<file path="config.mk">
export PLATFORM = sky130hd
export DESIGN_NAME = cic_output_arbiter
export DESIGN_NICKNAME = d
export VERILOG_FILES = /design/src/rtl/cic_output_arbiter.sv
export SDC_FILE = /design/constraint.sdc
export NUM_CORES = 1
export LEC_CHECK = 0
export ABC_CLOCK_PERIOD_IN_PS = 4900
export CORE_ASPECT_RATIO = 0.9
export CORE_MARGIN = 10
export CORE_UTILIZATION = 50
export CTS_CLUSTER_SIZE = 40
export DETAILED_ROUTE_END_ITERATION = 10
export PLACE_DENSITY_LB_ADDON = 0.25
export SYNTH_ARGS = -nofsm -noshare
export SYNTH_HDL_FRONTEND = slang
export SYNTH_SLANG_ARGS = --single-unit
</file>
<file path="constraint.sdc">
create_clock -name clk -period 4.9 [get_ports clk]
set_input_delay 0.49 -clock clk [delete_from_list [all_inputs] [get_ports clk]]
set_output_delay 0.49 -clock clk [all_outputs]
set_load 0.02 [all_outputs]
</file>
<file path="src/rtl/cic_output_arbiter.sv">
// -----------------------------------------------------------------------------
// cic_output_arbiter
//
// Merges NumChannels cic_decimator output streams onto one tagged output
// stream. Each channel has a one-word holding register. A single output
// register is refilled round-robin from the held words. Words pass through
// unmodified, and per-channel order is preserved.
//
// Ports
//   clk            : clock, all state changes on the rising edge
//   rst            : asynchronous, active-low reset
//   in             : packed channel words, channel i at [i*WordLengthBits +: WordLengthBits]
//   in_valid       : per-channel valid
//   in_ready       : per-channel ready (independent of in_valid)
//   channel_enable : per-channel enable; disabled channels are drained and discarded
//   out            : arbitrated word (registered)
//   out_channel    : source channel of out (registered)
//   out_valid      : out/out_channel valid (registered)
//   out_ready      : downstream accepts the word
//
// ChannelIdBits must equal max(1, ceil(log2(NumChannels))).
// -----------------------------------------------------------------------------
module cic_output_arbiter #(
   parameter int NumChannels    = 4,
   parameter int WordLengthBits = 36,
   parameter int ChannelIdBits  = 2
) (
   input  logic                                  clk,
   input  logic                                  rst,
   input  logic [NumChannels*WordLengthBits-1:0] in,
   input  logic [NumChannels-1:0]                in_valid,
   output logic [NumChannels-1:0]                in_ready,
   input  logic [NumChannels-1:0]                channel_enable,
   output logic [WordLengthBits-1:0]             out,
   output logic [ChannelIdBits-1:0]              out_channel,
   output logic                                  out_valid,
   input  logic                                  out_ready
);

   logic [WordLengthBits-1:0] hold_data_r [NumChannels];
   logic [NumChannels-1:0]    held_r;
   logic [ChannelIdBits-1:0]  last_grant_r;

   logic [NumChannels-1:0]    eligible_s;
   logic [NumChannels-1:0]    grant_s;
   logic [NumChannels-1:0]    accept_s;
   logic                      out_free_s;
   logic                      grant_valid_s;
   logic [ChannelIdBits-1:0]  grant_idx_s;
   logic                      hi_found_s;
   logic [ChannelIdBits-1:0]  hi_idx_s;
   logic                      lo_found_s;
   logic [ChannelIdBits-1:0]  lo_idx_s;

   // A held word of a disabled channel is never offered for output.
   assign eligible_s = held_r & channel_enable;
   assign out_free_s = !out_valid || out_ready;

   // A channel is ready when disabled (data discarded), empty, or being emptied by its grant.
   assign in_ready   = ~channel_enable | ~held_r | grant_s;
   assign accept_s   = in_valid & in_ready;

   // Round-robin pick. The first eligible channel above last_grant wins;
   // otherwise the lowest eligible channel wins (the wrap-around part of the modulo search).
   always_comb begin
      hi_found_s = 1'b0;
      hi_idx_s   = '0;
      lo_found_s = 1'b0;
      lo_idx_s   = '0;
      // Descending scan so that the last assignment is the lowest qualifying index.
      for (int i = NumChannels - 1; i >= 0; i--) begin
         if (eligible_s[i]) begin
            if (ChannelIdBits'(i) > last_grant_r) begin
               hi_found_s = 1'b1;
               hi_idx_s   = ChannelIdBits'(i);
            end else begin
               hi_found_s = hi_found_s;
            end
            lo_found_s = 1'b1;
            lo_idx_s   = ChannelIdBits'(i);
         end else begin
            lo_found_s = lo_found_s;
         end
      end
      if (hi_found_s) begin
         grant_idx_s = hi_idx_s;
      end else begin
         grant_idx_s = lo_idx_s;
      end
      grant_valid_s = out_free_s && lo_found_s;
   end

   // One-hot grant vector used by in_ready and the holding-register clear.
   always_comb begin
      grant_s = '0;
      for (int i = 0; i < NumChannels; i++) begin
         grant_s[i] = grant_valid_s && (grant_idx_s == ChannelIdBits'(i));
      end
   end

   // Output register and round-robin pointer. They load on a grant and empty when drained.
   always_ff @(posedge clk or negedge rst) begin
      if (!rst) begin
         out          <= '0;
         out_channel  <= '0;
         out_valid    <= 1'b0;
         last_grant_r <= ChannelIdBits'(NumChannels - 1);
      end else if (out_free_s) begin
         if (grant_valid_s) begin
            out          <= hold_data_r[grant_idx_s];
            out_channel  <= grant_idx_s;
            out_valid    <= 1'b1;
            last_grant_r <= grant_idx_s;
         end else begin
            out_valid    <= 1'b0;
         end
      end
   end

   // Per-channel holding registers. A new accept on the granted channel
   // refills the register on the same edge, so a single streaming channel
   // runs at one word per cycle.
   always_ff @(posedge clk or negedge rst) begin
      if (!rst) begin
         held_r <= '0;
         for (int i = 0; i < NumChannels; i++) begin
            hold_data_r[i] <= '0;
         end
      end else begin
         for (int i = 0; i < NumChannels; i++) begin
            if (!channel_enable[i]) begin
               held_r[i] <= 1'b0;
            end else if (accept_s[i]) begin
               held_r[i]      <= 1'b1;
               hold_data_r[i] <= in[i*WordLengthBits +: WordLengthBits];
            end else if (grant_s[i]) begin
               held_r[i] <= 1'b0;
            end
         end
      end
   end

endmodule

</file>
==> metrics.txt, run 1 <==
hold crit path type primary input to asynchronous set/reset pin; number of setup violations in the final report 0; RSZ-0062 raised after global routing no; Main synth FF type dfrtp_1; Initial DRC Count 575; Final Hold Viols 0; RR Startpoint held_r[1]$_DFFE_PN0P_; Worst-Margin Slew 886 ps; reg2reg path depth 7; setup_tns 0 ps; Post-Syn Nets 969; GRT Resource Usage Total 0.227; Syn-to-layout area delta 31.5%; status completed; CTS tree built; post-DR vias/cell 5.76; Die H 146 microns; CP arrival 3450 ps; adder-cell share of the synthesized area 0; Synth cell types 39; CP endpoint kind primary output; Mapped Cells 814; crit path kind primary input to primary output; Yosys top cell by area dfrtp_1; grt ovf 0; leakage power 0.00500 uW; crit path launch type primary input; CTS clock-pin slew for the worst setup and hold paths 70 ps; post-synthesis compound-gate area fraction 0.163; CP Data Required Time 4410 ps; routed len/inst 21.6 microns; final wirelength 26.5 mm; Final #Nets 1136; first-pass GRT wire length 42.2 mm; cts bufs inserted 17; Fmax 0.254 GHz; cell area after synthesis 8760 sq um; number of enable flip-flop cells after synthesis 0; simple-gate area share of the yosys netlist 0.0947; drt first pass iters 5; vias in the first global route 7456; initial core utilization 0.514; port buffer count 197; initial antenna violation count 0; Crit Path Max Fanout 20; Post CTS Setup Buffer Count 0; cts repair resizes 0; total clock sinks 189; clk_skew 7.29 ps; total power 5440 uW; register area share after synthesis 0.540; vias post-DR 7083; r2r setup slk 1750 ps; Syn Area/Cell 10.8 sq um; IO Pins 198; period utilization 0.803; PwrDens 472 nW/um^2; Max Cap Violations 0; FF-to-FF End hold_data_r[66]$_DFFE_PN0P_; post-synthesis mux area share 0.147; dpl hpwl 18.0 mm; Yosys top cell area share 0.534; Ant. Diodes 0; clock latency on the worst-skew pair 440 ps; Setup WS pre-CTS 950 ps; worst vdd ir 0.315 mV; largest net degree at the start of global routing 111; root buf cell clkbuf_16; largest family of logic cells by synthesized area compound AO/OA/AOI/OAI gates; DRT antenna net count 0; GP Congestion 0.826; FP Rows 45; Max-slew headroom 0.409; CTS hold repair buffers 0; hold slack 166 ps; CTS H-tree depth 4; Die X-Extent 160 microns; worst-case clock buffer depth 2; final worst slack 964 ps; #FFs+latches synth 189; Yosys warnings 0; minimum clock period 3940 ps; core area 17100 sq um; die footprint 23200 sq um; Synth Area in XOR/XNOR 0; share of layout cells above drive strength 1 0.145; drc violations 0; Async SR Flop Fraction 1.00; Synth area leaders dfrtp_1, a211oi_1, nand2_1; Slew Viols, Final 0
## area by class of cell
| class | count | area [sq um] |
|---|---|---|
| clock buffer | 20 | 457 |
| fill | 1351 | 5540 |
| inverter | 39 | 146 |
| sequential | 189 | 4730 |
| multi-input combinational | 518 | 3640 |
| tap | 235 | 294 |
| clock inverter | 12 | 110 |
| timing repair buffer | 216 | 2140 |
## registers in the layout, indices dropped and copies added (netlist names)
name and flops:
hold_data_r 144, out 36, last_grant_r 2, out_channel 2, held_r 4, out_valid 1
## worst max-delay path by stage
stage | from | end | slack [ps] | depth (start not counted)
after floorplan | channel_enable[1] | in_ready[1] | 2570 | 7
after global routing | channel_enable[1] | in_ready[3] | 830 | 7
after detailed placement | channel_enable[1] | in_ready[3] | 950 | 7
final | channel_enable[1] | in_ready[3] | 960 | 7
after CTS | channel_enable[1] | in_ready[3] | 950 | 7
after global placement | channel_enable[1] | in_ready[3] | 990 | 7
## report_power, final
part / switching, uW / internal [uW] / total (uW)
Clock: 620 / 731 / 1350
Combinational: 1000 / 866 / 1870
Sequential: 250 / 1970 / 2220
Total: 1870 / 3560 / 5440
## cell usage in the layout, fill, tap and decap left out, types with 30 or more instances in the layout
master	instances
clkdlybuf4s50_1	196
nor2_1	38
mux2i_1	36
mux2_2	42
dfrtp_1	187
mux2_4	30
nand2_1	158
o22ai_1	72
inv_1	39
a211oi_1	109
## metal layers
metal	wire length, microns	vias up	GRT usage
met2	12300	298	0.343
li1	-	3216	-
met1	12000	3541	0.318
met3	1660	28	0.0556
met4	476	0	0.0644
met5	0	-	0
## synth_stat cells (2+ instances only)
master,instances
dfrtp_1,187
nand2_1,159
a211oi_1,110
o22ai_1,72
mux2_2,42
inv_1,39
nor2_1,39
mux2i_1,36
clkbuf_1,33
mux2_4,30
buf_2,21
buf_6,6
and2_1,4
buf_1,4
buf_4,4
a21oi_1,3
a21o_1,2
dfstp_2,2
## cells by family (layout without fill, tap and decap cells)
family / count (synthesis) / after routing
muxes: 108 / 108
AOI/OAI and AO/OA: 200 / 200
DFF: 189 / 189
and+or+nand+nor: 210 / 210
buffers and inverters: 107 / 287
## per-stage QoR
step           utilization  std cells  cell area, sq um
4_1_cts              0.675       1229             11500
5_1_grt              0.675       1229             11500
2_1_floorplan            -        814              8760
3_5_place_dp         0.642       1197             11000
6_report             0.675       1229             11500
3_3_place_gp         0.642       1197             11000
## critical path, cell delays in order
cell and delay [ps]:
clkdlybuf4s50_1 530, nand2_1 300, o221ai_4 650, a21o_2 550, a31oi_4 140, inv_1 120
clkdlybuf4s50_1 650
(Power assumes the default switching activity.)
==> run 2, diff against run 1 <==
--- a/config.mk
+++ b/config.mk
@@ -5,7 +5,7 @@
 export SDC_FILE = /design/constraint.sdc
 export NUM_CORES = 1
 export LEC_CHECK = 0
-export ABC_CLOCK_PERIOD_IN_PS = 4900
+export ABC_CLOCK_PERIOD_IN_PS = 3900
 export CORE_ASPECT_RATIO = 0.9
 export CORE_MARGIN = 10
 export CORE_UTILIZATION = 50
==> constraint.sdc (replaced) <==
create_clock -name clk -period 3.9 [get_ports clk]
set_input_delay 0.39 -clock clk [delete_from_list [all_inputs] [get_ports clk]]
set_output_delay 0.39 -clock clk [all_outputs]
set_load 0.02 [all_outputs]
==> run 2 against run 1 <==
Cell count is 0.65% higher. Utilization is 0.50 points higher. Design area is 0.74% higher. Worst setup slack worse by 400 ps. Via count is 0.61% lower. Combinational power is 26% higher. Sequential power is 26% higher. Sequential share of layout area is 0.30 points lower. Critical path depth is 1 lower. Sequential cell count stayed put. Critical endpoint is now in_ready[0]. Largest cell class unchanged.
==> metrics.txt, run 2 (synthesis gave the netlist of run 1 again) <==
status completed; hold slack 73.8 ps; Max-slew headroom 0.394; post-DR vias/cell 5.69; initial antenna violation count 0; dpl hpwl 18.2 mm; CP peak stage delay 610 ps; Ant. Diodes 0; leading registers by flop count hold_data_r: 144 flops, out: 36 flops, held_r: 4 flops; hold crit path type primary input to asynchronous set/reset pin; Syn-to-layout area delta 32.5%; CP arrival 2950 ps; RSZ-0062 raised after global routing no; die footprint 23200 sq um; vias in the first global route 7272; cts repair resizes 0; routed length on met2 12.0 mm; share of layout cells above drive strength 1 0.151; Final #Nets 1145; final wirelength 26.1 mm; DRT antenna net count 0; clock share of power 0.259; Max Cap Violations 0; total power 6950 uW; Slew Viols, Final 0; Switch Pwr 2330 uW; # fillers 1320; Gate power share 0.339; Worst path most repeated cell clkdlybuf4s50_1; first-pass GRT wire length 41.6 mm; DR top layer met4; Initial DRC Count 677; root buf cell clkbuf_16; leakage power 0.00505 uW; placed insts 1206; routed len/inst 21.1 microns; Non-Filler Instances 1237; commonest non-fill, non-tap cells in the layout clkdlybuf4s50_1, dfrtp_1, nand2_1, a211oi_1, o22ai_1; clk_skew 13.4 ps; crit path launch type primary input; FP Rows 45; IO Pins 198; CTS clock-pin slew for the worst setup and hold paths 70 ps; Worst-Margin Slew 909 ps; Switching Share 0.335; drc violations 0; Fmax 0.300 GHz; worst path cell trace clkdlybuf4s50_1 > nand2_1 > o211ai_1 > a211oi_1 > nand2b_1 > clkdlybuf4s50_1; cts bufs inserted 17; Seq pwr share 0.402; CTS H-tree depth 4; initial core utilization 0.514; WL met3 1.81 mm; Post-Route M1 WL 12.0 mm; Int Pwr 4620 uW; slowest CP cell clkdlybuf4s50_1; drt first pass iters 5; clock latency on the worst-skew pair 440 ps; Die X-Extent 160 microns; grt ovf 0; total clock sinks 189; worst vdd ir 0.347 mV; CTS hold repair buffers 0; PwrDens 599 nW/um^2; CP Data Required Time 3510 ps; CTS tree built; minimum clock period 3340 ps; Post-DP Area 11000 sq um; Die H 146 microns; Largest register FFs 144; setup_tns 0 ps; Final Hold Viols 0; Crit Path Max Fanout 7; core area 17100 sq um; GP Congestion 0.813; period utilization 0.856; Design Area, Final 11600 sq um; worst-case clock buffer depth 2; number of setup violations in the final report 0; port buffer count 197; most flop-heavy register hold_data_r; CP endpoint kind primary output; crit path kind primary input to primary output; commonest non-fill, non-tap cell in the layout clkdlybuf4s50_1; Post CTS Setup Buffer Count 0; GRT Resource Usage Total 0.223; largest net degree at the start of global routing 113; vias post-DR 7040
[run 2: cell count changes in the layout (fill, tap and decap cells not counted), sizes merged]
cell	change
buf	+10
bufinv	+2
clkinvlp	-1
clkdlybuf4s50	-1
clkbuf	+2
inv	-3
clkinv	-1
[run 2: cell type report]
type / instances / area [sq um] / area share
Clock buffer: 22 / 464 / 0.0400
Clock inverter: 9 / 135 / 0.0116
Inverter: 39 / 146 / 0.0126
Multi-Input combinational cell: 518 / 3640 / 0.314
Sequential cell: 189 / 4730 / 0.408
Tap cell: 235 / 294 / 0.0253
Timing Repair Buffer: 225 / 2200 / 0.189
[run 2: power groups by stage]
stage	Sequential, uW	Clock (uW)	Combinational, uW
2_1_floorplan	2970	0	1140
3_3_place_gp	2800	0	2310
3_5_place_dp	2820	0	2350
4_1_cts	2790	1810	2370
5_1_grt	2850	1890	2540
6_report	2800	1800	2350
[run 2: worst paths after layout]
path / from / to / slack [ps] / cells past startpoint
max in group asynchronous: rst / hold_data_r[97]$_DFFE_PN0P_ / 2880 / 2
setup reg to reg: held_r[1]$_DFFE_PN0P_ / hold_data_r[82]$_DFFE_PN0P_ / 1140 / 7
min in group clk: hold_data_r[137]$_DFFE_PN0P_ / hold_data_r[137]$_DFFE_PN0P_ / 510 / 1
setup / recovery: channel_enable[1] / in_ready[0] / 560 / 6
hold reg to reg: hold_data_r[137]$_DFFE_PN0P_ / hold_data_r[137]$_DFFE_PN0P_ / 510 / 1
hold / removal: rst / hold_data_r[48]$_DFFE_PN0P_ / 70 / 1
[run 2: routing by layer]
layer	track usage	vias to the layer above
met5	0	-
met4	0.0505	0
met3	0.0624	21
met2	0.335	288
met1	0.313	3480
li1	-	3251
[run 2: stage by stage]
step / setup WS [ps] / util
floorplan: 1740 / -
global placement: 596 / 0.645
detailed placement: 566 / 0.645
CTS: 550 / 0.680
global route: 398 / 0.680
finish: 563 / 0.680
[run 2: critical path, delay by kind of cell]
| kind | cells | cell delay [ps] |
|---|---|---|
| buf+inv | 2 | 1060 |
| compound gates | 2 | 910 |
| simple gates | 2 | 570 |
==> run 3, diff against run 2 <==
--- a/config.mk
+++ b/config.mk
@@ -7,7 +7,7 @@
 export LEC_CHECK = 0
 export ABC_CLOCK_PERIOD_IN_PS = 3900
 export CORE_ASPECT_RATIO = 0.9
-export CORE_MARGIN = 10
+export CORE_MARGIN = 4
 export CORE_UTILIZATION = 50
 export CTS_CLUSTER_SIZE = 40
 export DETAILED_ROUTE_END_ITERATION = 10
==> run 3 against run 2 <==
Total power shrank 1.7%. Maximum frequency decreased by 5.4%. Combinational power hardly changed. Sequential power about the same. Critical path depth up 1. Clock-buffer cell count rose by 3. Worst setup slack lost 190 ps. Non-clock buffer count fell by 4. Sequential share of layout area is 0.16 points higher. Critical endpoint is now in_ready[1].
==> metrics.txt, run 3 (synthesis gave the netlist of run 1 again) <==
setup_tns 0 ps; crit path launch type primary input; leading registers by flop count hold_data_r: 144 flops, out: 36 flops, held_r: 4 flops; post-DR vias/cell 5.75; cts repair resizes 0; Initial DRC Count 520; Final #Nets 1141; share of layout cells above drive strength 1 0.144; total clock sinks 189; CP endpoint kind primary output; commonest non-fill, non-tap cell in the layout clkdlybuf4s50_1; final core area utilization 0.678; root buf cell clkbuf_16; GRT Resource Usage Total 0.256; worst-case clock buffer depth 2; # fillers 1316; area of the multi-input gates 3640 sq um; CTS H-tree depth 4; Largest register FFs 144; drc violations 0; Final Hold Viols 0; RSZ-0062 raised after global routing no; initial antenna violation count 0; most flop-heavy register hold_data_r; Syn-to-layout area delta 32.0%; first-pass GRT wire length 39.7 mm; vias post-DR 7089; DRT antenna net count 0; RR Startpoint held_r[1]$_DFFE_PN0P_; CTS tree built; Post CTS Setup Buffer Count 0; hold crit path type primary input to asynchronous set/reset pin; dpl hpwl 16.8 mm; initial core utilization 0.514; core area 17100 sq um; CTS hold repair buffers 0; Setup WS pre-CTS 398 ps; total power 6830 uW; worst vdd ir 0.465 mV; vias in the first global route 7320; CP Launch Point channel_enable[1]; r2r setup slk 960 ps; commonest non-fill, non-tap cells in the layout clkdlybuf4s50_1, dfrtp_1, nand2_1, a211oi_1, o22ai_1; Slew Viols, Final 0; routed len/inst 20.1 microns; IO Pins 198; CP arrival 3140 ps; CTS clock-pin slew for the worst setup and hold paths 70 ps; Die H 134 microns; leakage power 0.00503 uW; CP Data Required Time 3510 ps; cts bufs inserted 17; Fmax 0.284 GHz; clock latency on the worst-skew pair 420 ps; drt first pass iters 5; PwrDens 590 nW/um^2; Die X-Extent 148 microns; minimum clock period 3530 ps; number of setup violations in the final report 0; Crit Path Max Fanout 20; Max-slew headroom 0.193; GP Congestion 0.812; grt ovf 0; storage element area 4730 sq um; crit path kind primary input to primary output; hold slack 79.4 ps; largest net degree at the start of global routing 110; status completed; clk_skew 9.46 ps; FP Rows 45; Max Cap Violations 0; final worst slack 374 ps; port buffer count 197; die footprint 19700 sq um; period utilization 0.904; Worst-Margin Slew 1210 ps; final wirelength 24.8 mm; reg2reg path depth 5
## run 3: cell types whose count changed in the layout (fill, tap and decap cells not counted), sizes merged
cell      change
buf           -4
clkbuf        +3
bufinv        -1
clkinv        -1
clkinvlp      -1
diode         +1
inv           -1
## run 3: stage by stage
stage	area [sq um]	cells
global route	11600	1232
global placement	11000	1202
CTS	11600	1232
detailed placement	11000	1202
finish	11600	1233
floorplan	8760	814
## run 3: path summary, 6_finish.rpt
check	end
min reg2reg	hold_data_r[116]$_DFFE_PN0P_
max in group asynchronous	out[19]$_DFFE_PN0P_
max	in_ready[1]
max reg2reg	hold_data_r[71]$_DFFE_PN0P_
min	hold_data_r[50]$_DFFE_PN0P_
min in group clk	hold_data_r[116]$_DFFE_PN0P_
## run 3: area by class of cell
type / count / share of cell area
inverter: 39 / 0.0127
clock buffer: 25 / 0.0420
sequential: 189 / 0.409
antenna: 1 / 0.000216
clock inverter: 5 / 0.00725
multi-input combinational: 518 / 0.315
timing repair buffer: 221 / 0.188
tap: 235 / 0.0254
## run 3: power breakdown
part | switching, uW | leakage [uW] | total, uW | internal (uW)
registers | 317 | 0.00225 | 2790 | 2470
logic | 1240 | 0.00250 | 2330 | 1100
clock network | 711 | 0.000270 | 1700 | 992
total | 2270 | 0.00503 | 6830 | 4560
## run 3: worst max-delay path, cell delays in order
cell	delay (ps)
clkdlybuf4s50_1	550
nand2_1	310
o211ai_1	550
a21o_2	560
a21oi_4	100
inv_1	70
clkdlybuf4s50_1	590
## run 3: routing by layer
layer / up-vias / track usage / wire length, microns
li1: 3229 / - / -
met1: 3508 / 0.376 / 11300
met2: 322 / 0.381 / 11300
met3: 30 / 0.0697 / 1940
met4: 0 / 0.0564 / 343
met5: - / 0 / 0
